**src/rtl/multicycle_controller.sv**
```systemverilog
// rtl/multicycle_controller.sv - multicycle RV32I control FSM
module multicycle_controller (
   input  logic       clk,
   input  logic       rst_n,
   input  logic [6:0] op,
   input  logic [2:0] funct3,
   input  logic       funct7b5,
   input  logic       zero,
   input  logic       comparison,
   input  logic       mem_ready,
   output logic [3:0] ALUControl,
   output logic [1:0] ALUSrcA,
   output logic [1:0] ALUSrcB,
   output logic [1:0] ResultSrc,
   output logic [2:0] ImmSrc,
   output logic       AdrSrc,
   output logic       IRWrite,
   output logic       PCWrite,
   output logic       RegWrite,
   output logic       MemWrite,
   output logic       illegal
);

   typedef enum logic [3:0] {
      FETCH, DECODE, MEMADR, MEMREAD, MEMWB, MEMWRITE,
      EXECUTER, EXECUTEI, ALUWB, BRANCH, JAL, TRAP
   } state_t;

   localparam logic [6:0] OP_LW  = 7'b0000011;
   localparam logic [6:0] OP_SW  = 7'b0100011;
   localparam logic [6:0] OP_R   = 7'b0110011;
   localparam logic [6:0] OP_I   = 7'b0010011;
   localparam logic [6:0] OP_BR  = 7'b1100011;
   localparam logic [6:0] OP_JAL = 7'b1101111;

   state_t state, state_n;
   logic   irw, pcw, rw, mw;

   // funct3/funct7b5 to ALU operation, shared by register and immediate forms
   function automatic logic [3:0] alu_decode(input logic [2:0] f3, input logic f7b5);
      case (f3)
         3'b000:  alu_decode = f7b5 ? 4'b0001 : 4'b0000;
         3'b001:  alu_decode = 4'b0111;
         3'b010:  alu_decode = 4'b0101;
         3'b011:  alu_decode = 4'b0110;
         3'b100:  alu_decode = 4'b0100;
         3'b101:  alu_decode = f7b5 ? 4'b1001 : 4'b1000;
         3'b110:  alu_decode = 4'b0011;
         default: alu_decode = 4'b0010;
      endcase
   endfunction

   // immediate format follows the opcode in every state
   always_comb begin
      case (op)
         OP_SW:   ImmSrc = 3'b001;
         OP_BR:   ImmSrc = 3'b010;
         OP_JAL:  ImmSrc = 3'b011;
         default: ImmSrc = 3'b000;
      endcase
   end

   // per-state datapath controls and next-state selection
   always_comb begin
      state_n    = state;
      ALUControl = 4'b0000;
      ALUSrcA    = 2'b00;
      ALUSrcB    = 2'b00;
      ResultSrc  = 2'b00;
      AdrSrc     = 1'b0;
      irw        = 1'b0;
      pcw        = 1'b0;
      rw         = 1'b0;
      mw         = 1'b0;
      case (state)
         FETCH: begin
            ALUSrcB   = 2'b10;
            ResultSrc = 2'b10;
            irw       = mem_ready;
            pcw       = mem_ready;
            if (mem_ready) state_n = DECODE;
         end
         DECODE: begin
            ALUSrcA = 2'b01;
            ALUSrcB = 2'b01;
            case (op)
               OP_LW, OP_SW: state_n = MEMADR;
               OP_R:         state_n = EXECUTER;
               OP_I:         state_n = EXECUTEI;
               OP_BR:        state_n = BRANCH;
               OP_JAL:       state_n = JAL;
               default:      state_n = TRAP;
            endcase
         end
         MEMADR: begin
            ALUSrcA = 2'b10;
            ALUSrcB = 2'b01;
            state_n = (op == OP_LW) ? MEMREAD : MEMWRITE;
         end
         MEMREAD: begin
            AdrSrc = 1'b1;
            if (mem_ready) state_n = MEMWB;
         end
         MEMWB: begin
            ResultSrc = 2'b01;
            rw        = 1'b1;
            state_n   = FETCH;
         end
         MEMWRITE: begin
            AdrSrc = 1'b1;
            mw     = 1'b1;
            if (mem_ready) state_n = FETCH;
         end
         EXECUTER: begin
            ALUSrcA    = 2'b10;
            ALUControl = alu_decode(funct3, funct7b5);
            state_n    = ALUWB;
         end
         EXECUTEI: begin
            ALUSrcA    = 2'b10;
            ALUSrcB    = 2'b01;
            // addi has no subtract form, so funct7b5 only matters for shifts
            ALUControl = alu_decode(funct3, funct7b5 & (funct3 != 3'b000));
            state_n    = (funct3 == 3'b001 && funct7b5) ? TRAP : ALUWB;
         end
         ALUWB: begin
            rw      = 1'b1;
            state_n = FETCH;
         end
         BRANCH: begin
            ALUSrcA = 2'b10;
            state_n = FETCH;
            case (funct3)
               3'b000: begin ALUControl = 4'b0001; pcw = zero;       end
               3'b001: begin ALUControl = 4'b1010; pcw = comparison; end
               3'b100: begin ALUControl = 4'b1011; pcw = comparison; end
               3'b101: begin ALUControl = 4'b1100; pcw = comparison; end
               default: state_n = TRAP;
            endcase
         end
         JAL: begin
            ALUSrcA = 2'b01;
            ALUSrcB = 2'b10;
            pcw     = 1'b1;
            state_n = ALUWB;
         end
         default: state_n = TRAP;
      endcase
   end

   // state register; illegal latches on entry to the terminal trap state
   always_ff @(posedge clk or negedge rst_n) begin
      if (!rst_n) begin
         state   <= FETCH;
         illegal <= 1'b0;
      end else begin
         state <= state_n;
         if (state_n == TRAP) illegal <= 1'b1;
      end
   end

   // enables are held off for as long as reset is asserted
   assign IRWrite  = irw & rst_n;
   assign PCWrite  = pcw & rst_n;
   assign RegWrite = rw  & rst_n;
   assign MemWrite = mw  & rst_n;

endmodule
```
**config.mk**
```make
export PLATFORM = sky130hd
export DESIGN_NAME = multicycle_controller
export DESIGN_NICKNAME = d
export VERILOG_FILES = /design/src/rtl/multicycle_controller.sv
export SDC_FILE = /design/constraint.sdc
export NUM_CORES = 1
export LEC_CHECK = 0
export ABC_CLOCK_PERIOD_IN_PS = 3600
export CORE_MARGIN = 2
export CORE_UTILIZATION = 34
export DETAILED_ROUTE_END_ITERATION = 12
export PLACE_DENSITY = 0.68
export RECOVER_POWER = 50
export SLEW_MARGIN = 20
export SYNTH_ARGS = -nofsm -noshare
export SYNTH_HDL_FRONTEND = slang
export SYNTH_SLANG_ARGS = --single-unit
```
**constraint.sdc**
```tcl
create_clock -name clk -period 3.6 [get_ports clk]
set_input_delay 0.72 -clock clk [delete_from_list [all_inputs] [get_ports clk]]
set_output_delay 0.72 -clock clk [all_outputs]
set_load 0.03 [all_outputs]
```
## Word level (Yosys, flattened, before mapping)

Index checks and enable logic that the tools add are counted.

- Flip-flop bits (word level): 5
- Input bits: 16
- Output and inout bits: 19
- Logic and storage cells: 70

- Equality and inequality tests: 23
- Muxes and demuxes: 26
- Bitwise gates (word level): 5
- Reduce and logical (&&, ||, !) cells: 14

Operators with widths:

| kind | count |
|---|---|
| one-hot mux 4 bit (7 select lines) | 2 |
| one-hot mux 4 bit (9 select lines) | 1 |
| one-hot mux 4 bit (5 select lines) | 1 |
| == test 4 x 3 -> 1 bit, second input constant | 4 |
| == test 4 bit, second input constant | 4 |
| two-way mux 4 bit | 4 |
| one-hot mux 4 bit (4 select lines) | 1 |
| == test 7 x 6 -> 1 bit, second input constant | 2 |
| == test 7 bit, second input constant | 2 |
| one-hot mux 2 bit (2 select lines) | 3 |
| one-hot mux 4 bit (3 select lines) | 1 |
| OR reduction 2 bit | 6 |
| == test 3 bit, second input constant | 3 |
| == test 4 x 2 -> 1 bit, second input constant | 2 |
| two-way mux 1 bit | 8 |
| OR reduction 4 bit | 2 |
| == test 7 x 2 -> 1 bit, second input constant | 1 |
| == test 7 x 5 -> 1 bit, second input constant | 1 |
| == test 3 x 2 -> 1 bit, second input constant | 2 |
| one-hot mux 2 bit (3 select lines) | 1 |
| OR reduction 3 bit | 2 |
| bitwise AND 1 bit | 5 |
| == test 4 x 1 -> 1 bit, second input constant | 1 |
| zero test 4 bit | 1 |
| other kinds (8) | 8 |

## Logic depth before layout (Yosys ltp)

Gate-level depths: netlist of the first run.

- Word-level depth: 5
- Mapped depth: 6
- Mapped depth without buffers: 4

## Worst setup path before layout of the first run

No wires, ideal clock.

- Path kind: input to output
- Start: input funct3[0]
- End: output PCWrite
- Arrival: 2.012 ns
- Data required time: 2.880 ns
- Path slack: 0.868 ns
- Stages: 5
- Path buffers: 1
- Cell sequence: clkbuf_1 -> nor2_1 -> mux2i_1 -> or3_1 -> a21oi_1

- Cells in the longest elaborated chain, start to end: 5
- Elaborated cells on any way between the ends: 8
- Classes of those cells: 3 x eq/ne; 2 x mux; 1 x bitwise; 2 x reduce/logical

Ends and longest elaborated chain:

| item | RTL line | text |
|---|---|---|
| start, declared | 6 | `input logic [2:0] funct3,` |
| == test 3 x 1 -> 1 bit / == test 3 bit (equally long branches) | 133 | `case (funct3)` |
| OR reduction 3 bit (no line) | - |  |
| one-hot mux 1 bit (2 select lines) (*) | 133 |  |
| one-hot mux 1 bit (3 select lines) (*) | 75 | `case (state)` |
| bitwise AND 1 bit (*) | 164 | `assign PCWrite = pcw & rst_n;` |
| end, declared | 18 | `output logic PCWrite,` |

Every way passes the cells marked *; elsewhere a longest branch is shown, timed or not.

## Worst setup path in the final report of the first run

- Start: input op[3]
- End: output ImmSrc[0]

- Cells in the longest elaborated chain, start to end: 2
- Elaborated cells on any way between the ends: 4
- Classes of those cells: 3 x eq/ne; 1 x mux

Ends and longest elaborated chain:

| item | RTL line | text |
|---|---|---|
| start, declared | 5 | `input logic [6:0] op,` |
| == test 7 bit / == test 7 x 6 -> 1 bit (equally long branches) | 55 | `case (op)` |
| one-hot mux 2 bit (3 select lines) (*) | 55 |  |
| end, declared | 15 | `output logic [2:0] ImmSrc,` |

Marked as above.

==> results of run 1 <==
-- cell type report --
class                      count  area [um2]
fill                         226        1010
multi-input combinational     92         551
timing repair buffer          40         379
sequential                     5         125
tap                           28        35.0
clock buffer                   4        26.3
inverter                       5        18.8
-- worst min path at each step --
| stage | cells past startpoint | startpoint | end | slack [ps] |
|---|---|---|---|---|
| finish | 2 | illegal | illegal | 480 |
| global route | 2 | illegal | illegal | 510 |
| CTS | 2 | illegal | illegal | 490 |
| detailed placement | 2 | illegal | illegal | 480 |
| global placement | 2 | illegal | illegal | 470 |
| floorplan | 0 | rst_n | illegal | 420 |
-- Yosys cell counts, types with 2 or more instances --
| master | count |
|---|---|
| a21oi_1 | 8 |
| clkbuf_1 | 9 |
| dfrtp_1 | 5 |
| inv_1 | 5 |
| mux2i_1 | 4 |
| nand2_1 | 8 |
| nand2b_1 | 7 |
| nand3_1 | 6 |
| nor2_1 | 15 |
| nor2b_1 | 3 |
| nor3_1 | 6 |
| o211ai_1 | 2 |
| o21ai_0 | 4 |
| o32ai_1 | 2 |
| or3_1 | 3 |
| xnor2_1 | 3 |
-- power breakdown --
group | leakage (nW) | switching [mW] | internal [mW]
logic | 0.370 | 0.0181 | 0.0231
clock network | 0.0150 | 0.0214 | 0.0418
registers | 0.0490 | 0 | 0.0564
-- kinds of logic after synthesis --
logic type | synth area share
and+or+nand+nor | 0.416
AOI/OAI and AO/OA | 0.233
buffers and inverters | 0.0915
DFF | 0.166
muxes | 0.0532
xor gates and xnor gates | 0.0349
other | 0.00499
-- through the flow --
step	cell area [um2]	total power, mW	instances
finish	1130	0.161	174
detailed placement	1120	0.100	170
floorplan	752	0.0751	114
global placement	1120	0.0994	170
CTS	1150	0.165	174
global route	1130	0.172	174
-- worst register-to-register path: stages, from the launching register on --
cell and delay, ps:
dfrtp_1 660, nand2b_1 130, or3_1 340, or4_1 420, nand3_1 100
-- metal layers --
| layer | part of all wire | vias to the layer above | routed length (um) | GRT usage |
|---|---|---|---|---|
| li1 | - | 472 | - | - |
| met4 | 0 | 0 | 0 | 0.0495 |
| met3 | 0.069 | 0 | 139 | 0.0146 |
| met5 | 0 | - | 0 | 0 |
| met1 | 0.43 | 407 | 869 | 0.197 |
| met2 | 0.50 | 39 | 1010 | 0.305 |
-- state kept, by name, summed over array words and instances (netlist names) --
name and flops:
illegal 1, state 4
==> results.tsv, run 1 <==
stage	metric	value	unit
status	outcome	completed	
detailed_routing	drtIter0Drc	20	
worst_setup_path	worstSetupPathType	in2out	
clocking	clock_sinks	5	
detailed_routing	wire_per_inst	11.6	um
worst_setup_path	crit_family	buffers and inverters	
detailed_routing	ant_nets	0	
clocking	postCtsSetupRepairBufs	0	
worst_setup_path	cp_num_cells	4	
timing	layout_setup_ws	280	ps
floorplanning	initial_utilization	0.350	
layout	area_growth	50.9	%
worst_setup_path	crit_fanout	5	
yosys	ys_warn_count	0	
floorplanning	coreArea	2150	um2
hold_path	min_path_type	reg2reg	
timing	setup_viol_count_final	0	
clocking	clock_latency	230	ps
global_routing	track_usage	0.164	
worst_setup_path	crit_slowest_cell	clkdlybuf4s50_1	
worst_setup_path	cp.buffers_inverters	2	
timing	slew_viol_final	0	
timing	tightest_slew	517	ps
place	portBuffers	33	
yosys	yosys.area.top_type	dfrtp_1	
yosys	syn-cell-area	752	um2
timing	timing.hold.ws	479	ps
clocking	root_buffer	clkbuf_4	
layout	final_cell_mix	clkdlybuf4s50_1, nor2_1, a21oi_1, nand2_1, nand2b_1	
worst_setup_path	critPathRequiredTime	2880	ps
place	gp_congestion	0.828	
place	dp.final_hpwl	1580	um
pwr	irDropWorstVdd	0.000142	V
timing	max_freq	301	MHz
clocking	cts_resized	0	
clocking	ctsHtreeMaxLevel	1	
yosys	synth.area.top_cells	dfrtp_1, nor2_1, nand2b_1	
worst_setup_path	reg2reg_depth	4	
detailed_routing	first_pass_iters	4	
clocking	cts.hold.buffers_added	0	
yosys	synth_nets	130	
worst_setup_path	r2r_end	state[1]	
timing	slew_headroom	0.656	
pwr	leakagePower	0.433	nW
floorplanning	std_cell_rows	17	
layout	fin_util	0.528	
worst_setup_path	worst_ep_arrival_time	2600	ps
yosys	netlist.area_leader.share	0.166	
floorplanning	die_x	51.0	um
worst_setup_path	crit_path_max_incr_delay	690	ps
global_routing	grt_pass1_wl	3390	um
detailed_routing	vias	918	
detailed_routing	wl	2020	um
global_routing	antenna_found_initial	0	
global_routing	gr-total-overflow	0	
worst_setup_path	timing.rr.start	state[1]	
worst_setup_path	worst_setup_path_start_kind	primary input	
yosys	async_flop_share	1.00	
layout	layout.nets	163	
timing	setup_tns	0	ps
worst_setup_path	cp-startpoint	op[3]	
yosys	yosys.cell_types.count	40	
yosys	ys.flop_type	dfrtp_1	
worst_setup_path	path_cells	dlygate4sd3_1 -> or3_1 -> a21boi_0 -> clkdlybuf4s50_1	
global_routing	grt_max_degree	18	
yosys	synth_edf_count	0	
floorplanning	dieArea	2600	um2
worst_setup_path	crit_path_end	ImmSrc[0]	
floorplanning	die_y	51.0	um
timing	fin_crit_sh	0.922	
layout	diodes	0	
timing	hold_viol	0	
yosys	avgSynthCellArea	6.60	um2
layout	mostFrequentLayoutCell	clkdlybuf4s50_1	
place	pre_cts_slack	318	ps
worst_setup_path	r2r_slack	1890	ps
yosys	yosys_register_bits	5	
timing	rsz0062_at_grt	false	
yosys	yosysSeqAreaShare	0.166	
worst_setup_path	endpoint_kind	primary output	
yosys	syn_inst	114	
clocking	cts.clk_slew.worst_paths	40	ps
global_routing	grt_pass1_vias	818	
timing	fin_skew	0.276	ps
layout	drive_above_1_share	0.0685	
floorplanning	pin_count	35	
clocking	cts_max_path_buffers	2	
detailed_routing	drc	0	
clocking	cts_made_buffers	3	
timing	period_minus_slack	3320	ps
job	maxCapViolations	0	
pwr	powerDensity	142	nW/um2
detailed_routing	drt-vias-per-instance	5.28	
clocking	cts_tree	yes	
Power figures use the tool's default switching activity.
==> inputs of run 2 (changes only) <==
--- a/config.mk
+++ b/config.mk
@@ -7,11 +7,9 @@
 export LEC_CHECK = 0
 export ABC_CLOCK_PERIOD_IN_PS = 3600
 export CORE_MARGIN = 2
-export CORE_UTILIZATION = 34
+export CORE_UTILIZATION = 44
 export DETAILED_ROUTE_END_ITERATION = 12
-export PLACE_DENSITY = 0.68
-export RECOVER_POWER = 50
-export SLEW_MARGIN = 20
+export PLACE_DENSITY = 0.85
 export SYNTH_ARGS = -nofsm -noshare
 export SYNTH_HDL_FRONTEND = slang
 export SYNTH_SLANG_ARGS = --single-unit
==> run 2 against run 1 <==
Clock power up 2%. Final area down 0.33%. Non-clock buffer count is the same. Combinational power grew 5.3%. Sequential cell count unchanged. Hold slack improved by 6.8 ps. Cell count shrank 6.9%. Core utilization up 20 points.
==> results.tsv, run 2 (synthesis gave the netlist of run 1 again) <==
stage	metric	value	unit
detailed_routing	drc	0	
layout	drive_above_1_share	0.0890	
clocking	cts.hold.buffers_added	0	
floorplanning	dieArea	2060	um2
worst_setup_path	path_cells	clkdlybuf4s50_1 -> nor2_1 -> mux2i_1 -> or3_1 -> a21oi_1 -> clkdlybuf4s50_1	
clocking	cts_resized	0	
timing	fin_skew	4.84	ps
worst_setup_path	endpoint_kind	primary output	
worst_setup_path	reg2reg_depth	4	
worst_setup_path	crit_top_cell	clkdlybuf4s50_1	
layout	final_area	1130	um2
worst_setup_path	worst_setup_path_start_kind	primary input	
hold_path	hold_path_depth	2	
place	postPlaceCellArea	1100	um2
floorplanning	std_cell_rows	14	
job	maxCapViolations	0	
pwr	irDropWorstVdd	0.000108	V
place	dp.final_hpwl	1540	um
place	place_inst	158	
hold_path	whs_endpoint	illegal	
layout	final_cell_mix	clkdlybuf4s50_1, nor2_1, a21oi_1, nand2_1	
worst_setup_path	worst_ep_arrival_time	2540	ps
timing	slew_headroom	0.648	
status	outcome	completed	
timing	period_minus_slack	3260	ps
detailed_routing	drtIter0Drc	22	
hold_path	min_from	illegal	
place	pre_cts_slack	346	ps
clocking	cts.clk_slew.worst_paths	50	ps
clocking	cts_made_buffers	3	
timing	slew_viol_final	0	
layout	fin_cells	162	
detailed_routing	vias	950	
global_routing	grt_pass1_vias	861	
worst_setup_path	r2r_slack	1880	ps
worst_setup_path	critPathRequiredTime	2880	ps
global_routing	grt_pass1_wl	3550	um
global_routing	antenna_found_initial	0	
layout	mostFrequentLayoutCell	clkdlybuf4s50_1	
detailed_routing	wire_per_inst	12.5	um
detailed_routing	drt-vias-per-instance	5.86	
place	portBuffers	33	
floorplanning	initial_utilization	0.482	
clocking	cts_max_path_buffers	2	
worst_setup_path	crit_fanout	2	
clocking	clock_latency	240	ps
clocking	root_buffer	clkbuf_4	
worst_setup_path	timing.rr.start	state[0]	
global_routing	track_usage	0.228	
floorplanning	die_y	45.3	um
hold_path	min_path_type	reg2reg	
floorplanning	coreArea	1560	um2
detailed_routing	first_pass_iters	4	
pwr	finalPower	0.164	mW
detailed_routing	ant_nets	0	
timing	setup_viol_count_final	0	
worst_setup_path	crit_path_max_incr_delay	690	ps
worst_setup_path	worstSetupPathType	in2out	
worst_setup_path	crit_slowest_cell	clkdlybuf4s50_1	
clocking	postCtsSetupRepairBufs	0	
detailed_routing	wl	2030	um
timing	setup_tns	0	ps
timing	layout_setup_ws	337	ps
clocking	cts_tree	yes	
clocking	ctsHtreeMaxLevel	1	
floorplanning	die_x	45.3	um
pwr	leakagePower	0.432	nW
pwr	powerDensity	145	nW/um2
layout	top_regs	state (4), illegal (1)	
floorplanning	pin_count	35	
layout	top_register	state	
clocking	clock_sinks	5	
layout	largest_reg_flops	4	
timing	fin_crit_sh	0.906	
timing	rsz0062_at_grt	false	
place	gp_congestion	0.838	
layout	diodes	0	
layout	layout.nets	163	
timing	max_freq	307	MHz
global_routing	grt_max_degree	19	
timing	hold_viol	0	
timing	tightest_slew	527	ps
worst_setup_path	r2r_end	state[1]	
layout	area_growth	50.4	%
global_routing	gr-total-overflow	0	
## run 2: final cells by class
cell class                      count  area (um2)
Timing Repair Buffer               40         383
Sequential cell                     5         125
Tap cell                           16        20.0
Fill cell                         125         428
Clock buffer                        4        26.3
Inverter                            5        18.8
Multi-Input combinational cell     92         558
## run 2: how the worst max path moves through the flow
| stage | slack (ps) | endpoint | depth (start not counted) | from |
|---|---|---|---|---|
| floorplan | 870 | PCWrite | 5 | funct3[0] |
| global placement | 360 | PCWrite | 6 | funct3[0] |
| detailed placement | 350 | PCWrite | 6 | funct3[0] |
| CTS | 330 | PCWrite | 6 | funct3[0] |
| global route | 290 | PCWrite | 4 | state[0] |
| finish | 340 | PCWrite | 6 | funct3[0] |
## run 2: worst max-delay path, delay by kind of cell
kind | cells | cell delay, ps
and+or+nand+nor | 2 | 500
AOI/OAI and AO/OA | 1 | 130
buffers and inverters | 2 | 1110
muxes | 1 | 90
## run 2: layer usage
layer	routed length [um]	GRT usage
met3	127	0.0400
met4	19	0.0529
met2	977	0.383
met1	904	0.303
met5	0	0
## run 2: power breakdown
part / switching [mW] / total, mW / internal (mW)
registers: 0 / 0.0564 / 0.0564
clock network: 0.0226 / 0.0644 / 0.0419
logic: 0.0189 / 0.0435 / 0.0246
## run 2: metrics by stage
| step | utilization | hold WS, ps |
|---|---|---|
| finish | 0.726 | 486 |
| global route | 0.726 | 522 |
| CTS | 0.726 | 494 |
| detailed placement | 0.709 | 487 |
| global placement | 0.709 | 469 |
| floorplan | - | 424 |
==> inputs of run 3 (changes only) <==
--- a/config.mk
+++ b/config.mk
@@ -10,6 +10,8 @@
 export CORE_UTILIZATION = 44
 export DETAILED_ROUTE_END_ITERATION = 12
 export PLACE_DENSITY = 0.85
+export RECOVER_POWER = 100
+export SLEW_MARGIN = 20
 export SYNTH_ARGS = -nofsm -noshare
 export SYNTH_HDL_FRONTEND = slang
 export SYNTH_SLANG_ARGS = --single-unit
==> run 3 against run 2 <==
Cell count is the same. Critical path depth shrank 2. Sequential power is essentially flat. Hold slack lost 7.2 ps. Routed wire length shrank 1.4%. Die area is the same. Maximum frequency shrank 2.5%. Global-route usage is the same. Power shrank 1.1%. Critical endpoint is now ImmSrc[0].
==> results.tsv, run 3 (synthesis gave the netlist of run 1 again) <==
stage	metric	value	unit
status	outcome	completed	
timing	setup_tns	0	ps
clocking	clock_latency	240	ps
timing	timing.hold.ws	479	ps
clocking	root_buffer	clkbuf_4	
layout	final_cell_mix	dlygate4sd3_1, nor2_1, clkdlybuf4s50_1, a21oi_1, nand2_1	
worst_setup_path	worst_setup_path_start_kind	primary input	
detailed_routing	wl	2000	um
global_routing	antenna_found_initial	0	
detailed_routing	vias	946	
detailed_routing	drt-vias-per-instance	5.84	
detailed_routing	drc	0	
floorplanning	initial_utilization	0.482	
worst_setup_path	crit_path_max_incr_delay	750	ps
layout	n_fill_cell	127	
timing	setup_viol_count_final	0	
clocking	postCtsSetupRepairBufs	0	
worst_setup_path	crit_path_end	ImmSrc[0]	
job	maxCapViolations	0	
worst_setup_path	path_cells	dlygate4sd3_1 -> or3_1 -> a21boi_0 -> dlygate4sd3_1	
clocking	ctsHtreeMaxLevel	1	
floorplanning	pin_count	35	
floorplanning	die_x	45.3	um
global_routing	grt_pass1_wl	3550	um
timing	max_freq	299	MHz
timing	slew_headroom	0.653	
global_routing	track_usage	0.228	
clocking	cts.clk_slew.worst_paths	50	ps
layout	largest_reg_flops	4	
layout	drive_above_1_share	0.0685	
global_routing	grt_max_degree	19	
detailed_routing	ant_nets	0	
worst_setup_path	r2r_end	state[1]	
global_routing	gr-total-overflow	0	
clocking	cts.hold.buffers_added	0	
worst_setup_path	critPathRequiredTime	2880	ps
timing	tightest_slew	521	ps
detailed_routing	first_pass_iters	4	
floorplanning	std_cell_rows	14	
timing	slew_viol_final	0	
worst_setup_path	crit_fanout	5	
clocking	cts_resized	0	
global_routing	grt_pass1_vias	861	
worst_setup_path	r2r_slack	1880	ps
pwr	irDropWorstVdd	0.000108	V
floorplanning	coreArea	1560	um2
clocking	cts_max_path_buffers	2	
hold_path	hold_path_depth	2	
worst_setup_path	worstSetupPathType	in2out	
layout	multi_input_area	551	um2
worst_setup_path	timing.rr.start	state[0]	
layout	regArea	125	um2
worst_setup_path	endpoint_kind	primary output	
timing	rsz0062_at_grt	false	
worst_setup_path	reg2reg_depth	4	
worst_setup_path	worst_ep_arrival_time	2630	ps
timing	hold_viol	0	
detailed_routing	drtIter0Drc	28	
layout	mostFrequentLayoutCell	dlygate4sd3_1	
layout	area_growth	48.9	%
pwr	leakagePower	0.484	nW
floorplanning	die_y	45.3	um
floorplanning	dieArea	2060	um2
clocking	clock_sinks	5	
timing	fin_crit_sh	0.929	
worst_setup_path	crit_family	buffers and inverters	
clocking	cts_made_buffers	3	
detailed_routing	wire_per_inst	12.4	um
worst_setup_path	cp_num_cells	4	
layout	diodes	0	
layout	layout.nets	163	
timing	fin_skew	4.32	ps
pwr	powerDensity	145	nW/um2
layout	top_register	state	
worst_setup_path	cp-startpoint	op[3]	
clocking	cts_tree	yes	
place	gp_congestion	0.838	
worst_setup_path	cp.buffers_inverters	2	
worst_setup_path	crit_top_cell	dlygate4sd3_1	
timing	period_minus_slack	3350	ps
place	portBuffers	33	
place	dp.final_hpwl	1540	um
worst_setup_path	crit_slowest_cell	dlygate4sd3_1	
layout	top_regs	state (4), illegal (1)	
hold_path	min_path_type	reg2reg	
run 3: worst min-delay path by stage:
stage	from	end	slack, ps
after CTS	illegal	illegal	490
after global placement	illegal	illegal	470
after global routing	illegal	illegal	520
after detailed placement	illegal	illegal	490
final	illegal	illegal	480
after floorplan	rst_n	illegal	420
run 3: through the flow:
stage	power (mW)	std cells	cell area, um2	setup slack (ps)	util
detailed placement	0.100	158	1100	346	0.709
global route	0.171	162	1120	193	0.718
global placement	0.0993	158	1100	357	0.709
CTS	0.164	162	1130	334	0.726
finish	0.163	162	1120	254	0.718
floorplan	0.0751	114	752	868	-
run 3: layout make-up:
class	count	area share
Multi-Input combinational cell	92	0.492
Timing Repair Buffer	40	0.339
Sequential cell	5	0.112
Clock buffer	4	0.0235
Tap cell	16	0.0179
Inverter	5	0.0168
run 3: routing by layer:
layer / part of all wire / vias up / track usage
met3: 0.056 / 2 / 0.0400
met5: 0 / - / 0
met2: 0.49 / 39 / 0.383
li1: - / 469 / -
met1: 0.44 / 436 / 0.303
met4: 0.0095 / 0 / 0.0529
run 3: where the power goes:
| part | internal (mW) | switching (mW) | leakage, nW |
|---|---|---|---|
| combinational | 0.0231 | 0.0186 | 0.420 |
| clock | 0.0419 | 0.0226 | 0.0150 |
| sequential | 0.0564 | 0 | 0.0490 |
| total | 0.121 | 0.0412 | 0.484 |
run 3: worst register-to-register path, delay by kind of cell, from the launching register on:
family	cells	cell delay (ps)
and+or+nand+nor	4	1100
DFF	1	560
